===== src/rtl/mario_score_pkg.sv =====
// Shared constants, the VGA side-band bundle and the glyph table for the score strip renderer.
package mario_score_pkg;
   localparam int         CHAR_W     = 8;
   localparam int         CHAR_H     = 16;
   localparam logic [7:0] CODE_BLANK = 8'h0F;
   localparam logic [7:0] CODE_NONE  = 8'hFF;
   localparam logic [7:0] CODE_LAST  = 8'h14;
   localparam int         BLINK_BIT  = 5;

   typedef struct packed {
      logic [10:0] hcount;
      logic [10:0] vcount;
      logic        hsync;
      logic        vsync;
      logic        hblnk;
      logic        vblnk;
      logic [11:0] rgb;
   } vga_t;

   // Glyph file contents: every populated cell carries corner marks on rows 0 and 15,
   // and its body rows are 8'h3C ^ code. Code FF is filled solid so the NONE mask matters.
   function automatic logic [7:0] font_row(input logic [7:0] code, input logic [3:0] row);
      logic [7:0] v;
      v = 8'h00;
      if (code == CODE_NONE)
         v = 8'hFF;
      else if (code <= CODE_LAST && code != CODE_BLANK)
         v = (row == 4'd0 || row == 4'd15) ? 8'h81 : (8'h3C ^ code);
      return v;
   endfunction
endpackage


===== src/rtl/mario_font_rom.sv =====
// Synchronous 4096x8 font ROM addressed by {char_code, glyph_row}.
import mario_score_pkg::*;

module mario_font_rom (
   input  logic        clk,
   input  logic [11:0] addr,
   output logic [7:0]  data
);
   always_ff @(posedge clk) begin
      data <= font_row(addr[11:4], addr[3:0]);
   end
endmodule


===== src/rtl/mario_score_renderer.sv =====
// Score strip text overlay on the VGA stream, fixed 3-clock latency.
// Optional blink on alert is enabled with `define MARIO_SCORE_BLINK_EN.
import mario_score_pkg::*;

module mario_score_renderer #(
   parameter int          LEFT       = 16,
   parameter int          TOP        = 8,
   parameter int          COLS       = 69,
   parameter logic [11:0] TEXT_COLOR = 12'hFFF
) (
   input  logic        clk,
   input  logic        rst,
   input  logic [10:0] hcount_in,
   input  logic [10:0] vcount_in,
   input  logic        hsync_in,
   input  logic        vsync_in,
   input  logic        hblnk_in,
   input  logic        vblnk_in,
   input  logic [11:0] rgb_in,
   input  logic        alert,
   input  logic [7:0]  char_code,
   output logic [7:0]  char_xy,
   output logic [10:0] hcount_out,
   output logic [10:0] vcount_out,
   output logic        hsync_out,
   output logic        vsync_out,
   output logic        hblnk_out,
   output logic        vblnk_out,
   output logic [11:0] rgb_out
);
   localparam logic [10:0] X_BEG = 11'(LEFT);
   localparam logic [10:0] X_END = 11'(LEFT + CHAR_W * COLS);
   localparam logic [10:0] Y_BEG = 11'(TOP);
   localparam logic [10:0] Y_END = 11'(TOP + CHAR_H);

   logic        w_in_strip;
   logic [10:0] w_dx;
   logic [3:0]  w_row;
   logic [7:0]  w_font;
   logic        w_bit;
   logic        w_hide;
   logic        w_text;
   logic [11:0] w_rgb;

   vga_t        r_s1, r_s2, r_s3;
   logic [7:0]  r_char_xy;
   logic        r1_in, r2_in, r2_none;
   logic [2:0]  r1_col, r2_col;
   logic [3:0]  r1_row;

   // Offsets are only formed once the range compare passes, so they never wrap.
   always_comb begin
      w_in_strip = (hcount_in >= X_BEG) && (hcount_in < X_END) &&
                   (vcount_in >= Y_BEG) && (vcount_in < Y_END);
      w_dx       = w_in_strip ? (hcount_in - X_BEG) : 11'd0;
      w_row      = w_in_strip ? 4'(vcount_in - Y_BEG) : 4'd0;
   end

   always_ff @(posedge clk) begin
      if (rst) begin
         r_s1      <= '0;
         r_char_xy <= '0;
         r1_in     <= 1'b0;
         r1_col    <= '0;
         r1_row    <= '0;
      end else begin
         r_s1   <= vga_t'{hcount_in, vcount_in, hsync_in, vsync_in, hblnk_in, vblnk_in, rgb_in};
         r1_in  <= w_in_strip;
         r1_col <= w_dx[2:0];
         r1_row <= w_row;
         if (w_in_strip) r_char_xy <= w_dx[10:3];
      end
   end

   mario_font_rom u_font (
      .clk  (clk),
      .addr ({char_code, r1_row}),
      .data (w_font)
   );

   always_ff @(posedge clk) begin
      if (rst) begin
         r_s2    <= '0;
         r2_in   <= 1'b0;
         r2_none <= 1'b0;
         r2_col  <= '0;
      end else begin
         r_s2    <= r_s1;
         r2_in   <= r1_in;
         r2_none <= (char_code == CODE_NONE);
         r2_col  <= r1_col;
      end
   end

`ifdef MARIO_SCORE_BLINK_EN
   logic       r_vsync_d;
   logic [5:0] r_frame;

   always_ff @(posedge clk) begin
      if (rst) begin
         r_vsync_d <= 1'b0;
         r_frame   <= '0;
      end else begin
         r_vsync_d <= vsync_in;
         if (vsync_in && !r_vsync_d) r_frame <= r_frame + 6'd1;
      end
   end

   assign w_hide = alert & r_frame[BLINK_BIT];
`else
   logic w_unused_alert;
   assign w_unused_alert = alert;
   assign w_hide         = 1'b0;
`endif

   // Bit 7 of the font byte is the leftmost pixel of the cell.
   always_comb begin
      w_bit  = w_font[3'd7 - r2_col];
      w_text = w_bit & r2_in & ~r2_none & ~w_hide;
      w_rgb  = r_s2.rgb;
      if (w_text) w_rgb = TEXT_COLOR;
      if (r_s2.hblnk || r_s2.vblnk) w_rgb = 12'h000;
   end

   always_ff @(posedge clk) begin
      if (rst) begin
         r_s3 <= '0;
      end else begin
         r_s3     <= r_s2;
         r_s3.rgb <= w_rgb;
      end
   end

   assign char_xy    = r_char_xy;
   assign hcount_out = r_s3.hcount;
   assign vcount_out = r_s3.vcount;
   assign hsync_out  = r_s3.hsync;
   assign vsync_out  = r_s3.vsync;
   assign hblnk_out  = r_s3.hblnk;
   assign vblnk_out  = r_s3.vblnk;
   assign rgb_out    = r_s3.rgb;
endmodule

===== config.mk =====
export PLATFORM = sky130hd
export DESIGN_NAME = mario_score_renderer
export DESIGN_NICKNAME = d
export VERILOG_FILES = /design/src/rtl/mario_score_pkg.sv /design/src/rtl/mario_font_rom.sv /design/src/rtl/mario_score_renderer.sv
export SDC_FILE = /design/constraint.sdc
export NUM_CORES = 1
export LEC_CHECK = 0
export CAP_MARGIN = 15
export CELL_PAD_IN_SITES_DETAIL_PLACEMENT = 0
export CELL_PAD_IN_SITES_GLOBAL_PLACEMENT = 2
export CORE_MARGIN = 3
export CORE_UTILIZATION = 32
export DETAILED_ROUTE_END_ITERATION = 8
export HOLD_SLACK_MARGIN = 0.02
export MAX_ROUTING_LAYER = met4
export PLACE_DENSITY_LB_ADDON = 0.25
export SLEW_MARGIN = 5
export SYNTH_ARGS = -nofsm -noshare
export SYNTH_HDL_FRONTEND = slang
export SYNTH_SLANG_ARGS = --single-unit

===== constraint.sdc =====
create_clock -name clk -period 2.1 [get_ports clk]
set_input_delay 0.21 -clock clk [delete_from_list [all_inputs] [get_ports clk]]
set_output_delay 0.21 -clock clk [all_outputs]
set_load 0.01 [all_outputs]

[Word level (Yosys, flattened, before mapping)]
Cells that the tools add are included.
Operators by class
  bitwise logic cells: 5
  multiplexer cells: 6
  add/subtract/negate cells: 3
  order comparisons: 6
  reduce and logical (&&, ||, !) cells: 9
  equal/unequal tests: 3
Operators with widths (count)
  2-to-1 mux 8 bit: 2
  2-to-1 mux 12 bit: 1
  greater-or-equal comparator 11 x 4 -> 1 bit (second input constant): 1
  greater-or-equal comparator 11 x 5 -> 1 bit (second input constant): 1
  < comparator 11 x 10 -> 1 bit (second input constant): 1
  < comparator 11 x 5 -> 1 bit (second input constant): 1
  2-to-1 mux 11 bit: 1
  subtractor 11 x 5 -> 11 bit (second input constant): 1
  == test 8 bit (second input constant): 1
  <= comparator 8 x 5 -> 1 bit (second input constant): 1
  inequality test 8 x 4 -> 1 bit (second input constant): 1
  == test 4 bit (second input constant): 1
  logical AND 1 bit: 4
  logical NOT 4 bit: 1
  < comparator 3 x 4 -> 1 bit (second input constant): 1
  inverter 4 bit: 1
  OR reduction 2 bit: 2
  subtractor 4 bit (second input constant): 1
  binary-select mux 1 bit (select 3 bit): 1
  subtractor 3 bit (first input constant): 1
  bitwise AND 1 bit: 2
  logical OR 1 bit: 2
  inverter 1 bit: 2
  2-to-1 mux 1 bit: 1
Word-level totals
  register bits after elaboration: 143
  logic and storage cells: 61
  input port bits: 49
  output and inout port bits: 46

[Longest topological paths before layout]
Gate-level depths: netlist (run 1).
  depth in word-level cells: 6
  depth in mapped cells: 6
  mapped depth without buffers: 5

[Cells and area by module]
Synthesis (run 1) repeated with hierarchy kept, for this count alone.
Unflattened totals
  cell total of the unflattened synthesis: 362
  area, all modules: 4376.7 sq um
By module, submodules not included
  mario_score_renderer: sequential area each 2702.6 sq um, area an instance 4015.1 sq um, cells each 331, instances 1
  mario_font_rom: sequential area each 160.2 sq um, area an instance 361.6 sq um, cells each 31, instances 1

[Least setup slack after synthesis (run 1)]
No wires, ideal clock.
  kind: register -> register
  start: register r2_col[0]
  end: register r_s3 (netlist bit rgb_out[10])
  setup time: 0.114 ns
  arrival time: 1.483 ns
  cell stages (with the launch flop): 6
  period minus slack after synthesis: 1.597 ns
  data required time: 1.986 ns
  path slack: 0.503 ns
  path buffers: 1
  cell sequence: dfxtp_1 mux4_1 mux2i_1 and4bb_4 buf_6 a21o_1
Between the ends
  cells in the longest elaborated chain, start to end: 6
Ends and longest elaborated chain
  start: declaration: RTL line mario_score_renderer.sv:48  | logic [2:0] r1_col, r2_col;
  start signal: assignment: RTL line mario_score_renderer.sv:91  | r2_col <= r1_col;
  subtractor 3 bit: RTL line mario_score_renderer.sv:118  | w_bit = w_font[3'd7 - r2_col];
  binary-select mux 1 bit (select 3 bit): RTL line mario_score_renderer.sv:118
  2-to-1 mux 1 bit (not written as such): RTL line mario_score_renderer.sv:118
  bitwise AND 1 bit (2 in a row): RTL line mario_score_renderer.sv:119  | w_text = w_bit & r2_in & ~r2_none & ~w_hide;
  2-to-1 mux 12 bit: RTL line mario_score_renderer.sv:121  | if (w_text) w_rgb = TEXT_COLOR;
  end signal: assignment: RTL line mario_score_renderer.sv:129  | r_s3 <= r_s2;
  end: declaration: RTL line mario_score_renderer.sv:45  | vga_t r_s1, r_s2, r_s3;
Every way passes these cells. The select of a mux whose other input is x is not followed.
A chain may end at the register's enable or synchronous reset.

[Worst setup path in the final report (run 1)]
  start: register r2_col[0]
  end: register r_s3 (netlist bit rgb_out[0])
The elaborated chain is that of the path after synthesis.

==> reports/results.tsv, run 1 <==
stage	metric	value	unit
clock_tree	cts_max_level	4	
min_path	hold_path_startpoint	rst	
setup_path	cp-start-kind	flop	
layout	stdcell_count	643	
routing	drc	0	
grt	grt_usage	0.114	
clock_tree	clk_path_buf_depth	2	
routing	routedWlPerCell	11.8	um
die	rows	41	
setup_path	r2r-start	r2_col[0]$_SDFF_PP0_	
yosys	ys_top_cells_by_area	dfxtp_1 67%, nor2b_1 15%, a21o_1 1.9%	
die	core_area	0.0128	sq mm
setup_path	cp_max_fo	12	
timing	setup_ws	0.438	ns
status	outcome	complete, no violations	
timing	rsz0062_at_grt	false	
power	netSwitchingPower	1190	uW
yosys	ys_warn_count	0	
grt	antenna_found_initial	0	
yosys	synth_edf_count	0	
grt	grt_pass1_wl	12400	um
setup_path	path_cells	mux4_1, mux2i_1, and4bb_4, a21o_2	
min_path	hold_path_class	input pin to flop	
yosys	ys_seq_elements	143	
yosys	avgSynthCellArea	11.9	sq um
grt	grt_remaining_overflow	0	
timing	final.setup.tns	0	ns
yosys	synth_common_cells	143 x dfxtp_1, 105 x nor2b_1, 14 x clkbuf_1	
min_path	hold_depth	3	
die	io_pins	95	
timing	max_slew_margin	0.613	
placed_design	dpl_cell_area	0.00538	sq mm
timing	worst_clock_skew	0.00480	ns
setup_path	cpPeakStageDelay	0.56	ns
clock_tree	clock_latency	0.40	ns
yosys	synth_ff_type	dfxtp_1	
die	die_h	121	um
timing	hold_violations	0	
layout	final_design_area_no_fill	0.00601	sq mm
min_path	hold_end	vblnk_out$_SDFF_PP0_	
yosys	netlist_area	0.00426	sq mm
power	pwr-share-comb	0.048	
die	start_util	0.332	
power	seqPwrFrac	0.454	
yosys	synth_cells	358	
timing	fin_hold_ws	0.352	ns
timing	period_needed	1.66	ns
layout	area.growth.synth_to_final	41.0	%
routing	vias_per_cell	4.09	
routing	antenna_left	0	
placed_design	port_buffers	93	
setup_path	r2r_slack	0.44	ns
timing	slew_viol_final	0	
grt	grt_max_degree	118	
clock_tree	clk_pin_slew	0.06	ns
yosys	yosysTopAreaCellShare	0.672	
routing	drtPass1Iterations	4	
clock_tree	post_cts_buffers	0	
yosys	yosysUniqueCellTypes	40	
power	p_clk_frac	0.498	
setup_path	slowest_stage	mux4_1	
routing	routed_wl	7580	um
placed_design	place_hpwl	5070	um
timing	finalSetupViolations	0	
yosys	synth_top_area_cell	dfxtp_1	
clock_tree	cts-root-buf	clkbuf_16	
placed_design	pre_cts_ws	0.181	ns
grt	grt_pass1_vias	2476	
yosys	yosysMostFrequentCell	dfxtp_1	
setup_path	cp-end-kind	flop	
routing	vias	2631	
yosys	seq_area_frac_synth	0.672	
power	power.density	1030	mW/mm^2
routing	dr.first_iter.drc_count	149	
power	intPower	5020	uW
job	maxCapViolCount	0	
setup_path	critical_path_class	flop to flop	
layout	antenna_cells	0	
setup_path	reg2regPathDepth	4	
timing	max_freq	602	MHz
die	die_w	121	um
placed_design	gp_congestion	0.805	
timing	worst_pin_slew	0.565	ns
layout	nNetsFinal	508	
clock_tree	cts_buffers	17	
timing	timing.final.crit_share	0.792	
yosys	syn-num-nets	408	
power	switching_share	0.192	
clock_tree	cts_tree	built	
layout	drive_gt1_frac	0.0977	
power	p_leak	0.00240	uW
setup_path	rr_endpoint	rgb_out[0]$_SDFF_PP0_	
clock_tree	cts_sinks	143	
yosys	ys_async_sr_fraction	0	
power	peakVddDrop	0.570	mV
placed_design	dp.cells	611	
die	die_area	0.0147	sq mm
setup_path	cp.arrival	1.96	ns
clock_tree	post_cts_resized	0	
setup_path	required	2.40	ns
clock_tree	ctsHoldBuffers	0	
[cells in the final DEF (no fill, tap or decap), types with 2 or more instances in the layout]
| master | instances |
|---|---|
| dfxtp_1 | 143 |
| nor2b_1 | 105 |
| clkdlybuf4s50_1 | 92 |
| clkbuf_16 | 17 |
| a21o_1 | 11 |
| nor2_1 | 7 |
| o21ai_0 | 7 |
| nor3_1 | 6 |
| a31oi_1 | 6 |
| a211oi_1 | 6 |
| and2_1 | 6 |
| buf_4 | 6 |
| inv_1 | 5 |
| clkinv_2 | 4 |
| bufinv_16 | 4 |
| xnor2_1 | 3 |
| clkinvlp_4 | 3 |
| and3_1 | 2 |
| o211ai_1 | 2 |
| nor4_1 | 2 |
| xor2_1 | 2 |
| nand3_1 | 2 |
| nand2_1 | 2 |
| mux4_1 | 2 |
| nand4_1 | 2 |
| a21o_2 | 2 |
| clkbuf_8 | 2 |
| clkbuf_1 | 2 |
[stage by stage]
step            util  total power (uW)
2_1_floorplan      -              3010
3_3_place_gp   0.420              3180
3_5_place_dp   0.420              3180
4_1_cts        0.468              6300
5_1_grt        0.468              6450
6_report       0.468              6210
[sequential cells by signal, summed over array words and instances, names as in the netlist, 4 cells and up]
| register | flops |
|---|---|
| hcount_out | 11 |
| u_font.data | 8 |
| vcount_out | 11 |
| rgb_out | 12 |
| r_s2 | 38 |
| char_xy | 8 |
| r1_row | 4 |
| r_s1 | 38 |
[power groups by stage]
stage	combinational, uW	clock, uW	sequential, uW
after global placement	302	0	2880
after floorplan	120	0	2890
after detailed placement	303	0	2880
final	298	3090	2820
after CTS	304	3170	2820
after global routing	328	3300	2830
[area by class of cell]
type / instances / area (sq um)
Fill cell: 1215 / 6820
Sequential cell: 143 / 2860
Multi-Input combinational cell: 192 / 1300
Timing Repair Buffer: 99 / 986
Clock buffer: 21 / 460
Tap cell: 172 / 215
Clock inverter: 11 / 163
Inverter: 5 / 18.8
[cell families (layout without fill, tap and decap cells)]
kind of cell / Yosys count / after routing / synth area share
AO/OA/AOI/OAI: 38 / 38 / 0.0643
XOR/XNOR: 5 / 5 / 0.0103
adder cells (fa/ha/maj): 1 / 1 / 0.00294
buffers and inverters: 23 / 136 / 0.0241
flip-flops: 143 / 143 / 0.672
multiplexers: 4 / 4 / 0.0173
AND/OR/NAND/NOR: 144 / 144 / 0.209
[worst max-delay path: cells and delay by family, from the launching register on]
kind               cells  cell delay, ns
DFF                    1            0.35
muxes                  2            0.70
AOI/OAI and AO/OA      1            0.20
and+or+nand+nor        1            0.31
[layer usage]
layer | routed length, um | global-route usage
met5 | 0 | -
met4 | 127 | 0.0630
met3 | 507 | 0.0476
met2 | 3200 | 0.147
met1 | 3750 | 0.148
[how the worst max path moves through the flow]
stage,slack (ns),start,cells after the start,endpoint
after global routing,0.32,r2_col[0]$_SDFF_PP0_,4,rgb_out[0]$_SDFF_PP0_
after detailed placement,0.18,hcount_in[7],5,char_xy[3]$_SDFFE_PP0P_
after CTS,0.40,r2_col[0]$_SDFF_PP0_,4,rgb_out[0]$_SDFF_PP0_
after global placement,0.22,hcount_in[7],5,char_xy[0]$_SDFFE_PP0P_
after floorplan,0.50,r2_col[0]$_SDFF_PP0_,5,rgb_out[10]$_SDFF_PP0_
final,0.44,r2_col[0]$_SDFF_PP0_,4,rgb_out[0]$_SDFF_PP0_
Power figures use the tool's default switching activity.
==> run 2, diff against run 1 <==
clock period = 1.7 ns   (was 2.1 ns; I/O delays follow)
==> run 2 against run 1 <==
First-iteration DRC count fell by 4.0%. Register-to-register slack got worse by 0.36 ns. Die area did not move. Critical path depth did not move. Cell count rose by 1.9%. Combinational power rose by 31%. Sequential share of layout area fell by 0.88 points. Hold slack got worse by 0.038 ns. Via count rose by 1.4%. Count of clock-buffer cells in the layout rose by 1. Critical endpoint unchanged.
==> reports/results.tsv, run 2 (same netlist as run 1, synthesis figures left out) <==
stage	metric	value	unit
timing	hold_violations	0	
routing	drtPass1Iterations	4	
timing	max_slew_margin	0.617	
setup_path	crit_path_start	r2_col[0]$_SDFF_PP0_	
timing	worst_clock_skew	0.00499	ns
power	p_leak	0.00246	uW
clock_tree	cts_max_level	4	
clock_tree	clk_pin_slew	0.06	ns
grt	grt_usage	0.115	
layout	multi_input_area	0.00132	sq mm
setup_path	critical_path_class	flop to flop	
die	io_pins	95	
layout	area.growth.synth_to_final	43.7	%
die	rows	41	
grt	grt_remaining_overflow	0	
power	power.density	1260	mW/mm^2
timing	max_freq	618	MHz
routing	vias	2669	
grt	grt_pass1_wl	12600	um
routing	routedWlPerCell	12.0	um
layout	stdcell_count	655	
setup_path	required	1.99	ns
power	peakVddDrop	0.651	mV
clock_tree	cts_sinks	143	
die	start_util	0.332	
clock_tree	cts_buffers	17	
timing	finalSetupViolations	0	
timing	worst_pin_slew	0.560	ns
layout	final_cell_mix	142 x dfxtp_1, 105 x nor2b_1, 92 x clkdlybuf4s50_1	
timing	timing.final.crit_share	0.952	
setup_path	rr_endpoint	rgb_out[0]$_SDFF_PP0_	
job	maxCapViolCount	0	
die	die_w	121	um
clock_tree	clock_latency	0.40	ns
layout	nFillCells	1194	
timing	period_needed	1.62	ns
setup_path	r2r_slack	0.08	ns
clock_tree	clk_path_buf_depth	2	
die	core_area	0.0128	sq mm
layout	final_util	0.477	
routing	antenna_left	0	
power	total_power	7720	uW
setup_path	critPathCapture	rgb_out[0]$_SDFF_PP0_	
clock_tree	cts-root-buf	clkbuf_16	
clock_tree	cts_tree	built	
grt	grt_max_degree	118	
setup_path	cp.arrival	1.91	ns
layout	antenna_cells	0	
setup_path	r2r-start	r2_col[0]$_SDFF_PP0_	
timing	rsz0062_at_grt	false	
placed_design	port_buffers	93	
status	outcome	complete, no violations	
die	die_h	121	um
layout	final_common_cell	dfxtp_1	
routing	vias_per_cell	4.07	
setup_path	cp-end-kind	flop	
routing	routed_wl	7890	um
routing	drc	0	
grt	grt_pass1_vias	2609	
placed_design	place_hpwl	5310	um
min_path	hold_path_class	input pin to flop	
layout	drive_gt1_frac	0.128	
setup_path	cp-start-kind	flop	
routing	dr.first_iter.drc_count	143	
grt	antenna_found_initial	0	
setup_path	cp_max_fo	6	
die	die_area	0.0147	sq mm
clock_tree	ctsHoldBuffers	0	
placed_design	dp.cells	622	
layout	nNetsFinal	520	
clock_tree	post_cts_buffers	0	
layout	regArea	0.00286	sq mm
placed_design	gp_congestion	0.790	
setup_path	reg2regPathDepth	4	
timing	slew_viol_final	0	
## run 2: changes by cell type in the layout (fill, tap and decap cells not counted)
cell | previous run | this run
dfxtp_2 | 0 | 1
clkinv_2 | 4 | 3
mux2i_4 | 0 | 1
dfxtp_1 | 143 | 142
clkbuf_8 | 2 | 3
clkinv_4 | 0 | 1
mux4_1 | 2 | 0
mux4_2 | 0 | 2
mux2i_1 | 1 | 0
and4bb_4 | 1 | 2
clkinvlp_4 | 3 | 2
buf_4 | 6 | 17
## run 2: worst max-delay path: stages, from the launching register on
cell,delay (ns)
dfxtp_2,0.35
mux4_2,0.53
mux2i_4,0.18
and4bb_4,0.25
a21o_2,0.19
## run 2: cell type report
cell class | count | share of cell area
Clock buffer | 22 | 0.0775
Tap cell | 172 | 0.0352
Timing Repair Buffer | 110 | 0.175
Inverter | 5 | 0.00307
Multi-Input combinational cell | 193 | 0.216
Clock inverter | 10 | 0.0260
Sequential cell | 143 | 0.468
## run 2: power breakdown
part	leakage, uW	internal (uW)	switching (uW)
sequential	0.00117	3460	23.1
combinational	0.000980	234	155
clock	0.000306	2570	1280
## run 2: per-layer routing
layer,share of wire,track usage,up-vias
met2,0.44,0.157,70
met3,0.046,0.0443,6
li1,-,-,1394
met5,0,-,-
met4,0.0081,0.0546,0
met1,0.51,0.150,1199
## run 2: timing repair
action / in CTS / in global routing
gates resized for setup: 0 / 6
setup endpoints to repair: 0 / 12
hold endpoints to repair: 0 / 0
## run 2: per-stage QoR
stage / area (sq um) / worst slack, ns / hold WS, ns / TNS, ns
floorplan: 4260 / 0.103 / 0.249 / 0
global placement: 5470 / -0.104 / 0.408 / -1.23
detailed placement: 5470 / -0.155 / 0.412 / -2.04
CTS: 6100 / 0.00242 / 0.298 / 0
global route: 6120 / 0.0352 / 0.310 / 0
finish: 6120 / 0.0816 / 0.313 / 0
## run 2: worst min-delay path by stage
stage                                         to  slack (ns)  depth (start not counted)           startpoint
after floorplan             r1_row[3]$_SDFF_PP0_        0.25                          1         vcount_in[3]
after global placement    rgb_out[10]$_SDFF_PP0_        0.41                          1  r_s2[10]$_SDFF_PP0_
after detailed placement  rgb_out[10]$_SDFF_PP0_        0.41                          1  r_s2[10]$_SDFF_PP0_
after CTS                     r_s1[0]$_SDFF_PP0_        0.30                          2            rgb_in[0]
after global routing          r_s1[3]$_SDFF_PP0_        0.31                          2            rgb_in[3]
final                        r_s2[12]$_SDFF_PP0_        0.31                          3                  rst
==> run 3, diff against run 2 <==
--- a/config.mk
+++ b/config.mk
@@ -11,8 +11,10 @@
 export CORE_MARGIN = 3
 export CORE_UTILIZATION = 32
+export CTS_BUF_LIST = sky130_fd_sc_hd__clkbuf_16
 export DETAILED_ROUTE_END_ITERATION = 8
 export HOLD_SLACK_MARGIN = 0.02
 export MAX_ROUTING_LAYER = met4
 export PLACE_DENSITY_LB_ADDON = 0.25
+export SETUP_SLACK_MARGIN = 0.05
 export SLEW_MARGIN = 5
 export SYNTH_ARGS = -nofsm -noshare
==> constraint.sdc (replaced) <==
create_clock -name clk -period 1.7 [get_ports clk]
set_input_delay 0.17 -clock clk [delete_from_list [all_inputs] [get_ports clk]]
set_output_delay 0.17 -clock clk [all_outputs]
set_load 0.05 [all_outputs]
==> run 3 against run 2 <==
Non-clock buffer count unchanged. Critical endpoint unchanged. First-iteration DRC count decreased by 6.3%. Die area stayed put. Power shrank 0.98%. Clock power decreased by 3%. Critical path depth stayed put. Largest cell class unchanged. Maximum frequency down 0.75%. Combinational power is 15% higher. Via count up 0.19%.
==> reports/results.tsv, run 3 (same netlist as run 1, synthesis figures left out) <==
stage	metric	value	unit
power	peakVddDrop	0.689	mV
setup_path	required	1.99	ns
grt	met1_usage	0.155	
die	die_w	121	um
clock_tree	cts_max_level	4	
setup_path	r2r_slack	0.07	ns
routing	vias	2674	
grt	grt_pass1_vias	2630	
die	die_h	121	um
job	maxCapViolCount	0	
min_path	hold_path_startpoint	rst	
layout	drive_gt1_frac	0.147	
timing	period_needed	1.63	ns
timing	hold_violations	0	
grt	antenna_found_initial	0	
power	power.density	1270	mW/mm^2
layout	nNetsFinal	520	
layout	final_common_cell	dfxtp_1	
timing	max_freq	613	MHz
clock_tree	cts_sinks	143	
timing	rsz0062_at_grt	true	
die	io_pins	95	
timing	max_slew_margin	0.615	
layout	final_util	0.469	
clock_tree	ctsHoldBuffers	0	
grt	grt_remaining_overflow	0	
layout	final_cell_mix	142 x dfxtp_1, 105 x nor2b_1, 46 x clkdlybuf4s50_1	
routing	antenna_left	0	
min_path	hold_path_class	input pin to flop	
grt	grt_use_met2	0.159	
status	outcome	complete, no violations	
placed_design	place_hpwl	5310	um
clock_tree	clk_path_buf_depth	2	
grt	grt_pass1_wl	13000	um
die	core_area	0.0128	sq mm
setup_path	reg2regPathDepth	4	
grt	use_met3	0.0438	
power	p_leak	0.00263	uW
setup_path	r2r-start	r2_col[0]$_SDFF_PP0_	
min_path	hold_depth	3	
placed_design	dpl_cell_area	0.00544	sq mm
min_path	hold_end	vblnk_out$_SDFF_PP0_	
setup_path	critical_path_class	flop to flop	
layout	final_design_area_no_fill	0.00602	sq mm
routing	vias_per_cell	4.08	
setup_path	cp-end-kind	flop	
grt	grt_max_degree	118	
clock_tree	clock_latency	0.40	ns
routing	dr.first_iter.drc_count	134	
layout	stdcell_count	655	
placed_design	gp_congestion	0.805	
clock_tree	cts_buffers	17	
clock_tree	cts-root-buf	clkbuf_16	
setup_path	rr_endpoint	rgb_out[0]$_SDFF_PP0_	
routing	drc	0	
routing	routedWlPerCell	12.3	um
clock_tree	clk_pin_slew	0.06	ns
routing	drtPass1Iterations	4	
die	start_util	0.332	
grt	gr-max-usage-layer	met2	
timing	worst_clock_skew	0.00661	ns
clock_tree	cts_tree	built	
routing	routed_wl	8050	um
placed_design	dp.cells	622	
die	rows	41	
setup_path	cp-start-kind	flop	
grt	grt_usage	0.118	
timing	worst_pin_slew	0.563	ns
setup_path	cp_max_fo	6	
timing	slew_viol_final	0	
layout	antenna_cells	0	
timing	finalSetupViolations	0	
timing	timing.final.crit_share	0.959	
die	die_area	0.0147	sq mm
setup_path	cp.arrival	1.92	ns
placed_design	port_buffers	93	
layout	area.growth.synth_to_final	41.3	%
==> run 3: changes by cell type in the layout (fill, tap and decap cells not counted) <==
| cell | change |
|---|---|
| dlygate4sd2_1 | +34 |
| clkinv_1 | +3 |
| inv_1 | +2 |
| clkbuf_1 | -2 |
| clkbuf_8 | -3 |
| clkdlybuf4s50_1 | -46 |
| buf_4 | +12 |
==> run 3: power breakdown <==
group / internal, uW / leakage [uW] / total, uW / switching, uW
clock network: 2420 / 0.000298 / 3710 / 1290
logic: 219 / 0.00116 / 446 / 228
registers: 3460 / 0.00117 / 3490 / 22.3
total: 6100 / 0.00263 / 7640 / 1540
==> run 3: area by class of cell <==
cell class | count | area, sq um
repair buffers | 110 | 996
flip-flops and latches | 143 | 2860
multi-input cells | 193 | 1320
inverters | 5 | 18.8
clock inverters | 15 | 178
fillers | 1255 | 6810
clock buffers | 17 | 425
well taps | 172 | 215
==> run 3: worst max path at each step <==
stage | to | startpoint
floorplan | rgb_out[10]$_SDFF_PP0_ | r2_col[0]$_SDFF_PP0_
detailed placement | char_xy[5]$_SDFFE_PP0P_ | vcount_in[3]
global placement | char_xy[1]$_SDFFE_PP0P_ | hcount_in[10]
CTS | rgb_out[0]$_SDFF_PP0_ | r2_col[0]$_SDFF_PP0_
global route | rgb_out[0]$_SDFF_PP0_ | r2_col[0]$_SDFF_PP0_
finish | rgb_out[0]$_SDFF_PP0_ | r2_col[0]$_SDFF_PP0_
==> run 3: routing by layer <==
metal | vias to the layer above | part of all wire
li1 | 1397 | -
met1 | 1191 | 0.49
met2 | 81 | 0.44
met3 | 5 | 0.065
met4 | 0 | 0.0091
met5 | - | 0
==> run 3: worst max-delay path, cell delays in order, from the launching register on <==
cell      delay [ns]
dfxtp_2         0.35
mux4_2          0.53
mux2i_4         0.19
and4bb_4        0.26
a21o_2          0.19
==> run 3: through the flow <==
stage | power [uW] | worst slack (ns) | TNS [ns] | hold WS (ns)
after floorplan | 3780 | 0.103 | 0 | 0.249
after global placement | 4020 | -0.115 | -1.39 | 0.408
after detailed placement | 4020 | -0.136 | -1.86 | 0.415
after CTS | 7740 | 0.0366 | 0 | 0.302
after global routing | 7930 | 0.0255 | 0 | 0.298
final | 7640 | 0.0694 | 0 | 0.298
==> run 3: what timing repair did <==
item	4_1_cts	5_1_grt
setup endpoints to repair	46	2
resized for setup	40	0
pin swaps	1	0
cloned	1	0
hold endpoints to repair	0	0
setup buffers	0	0
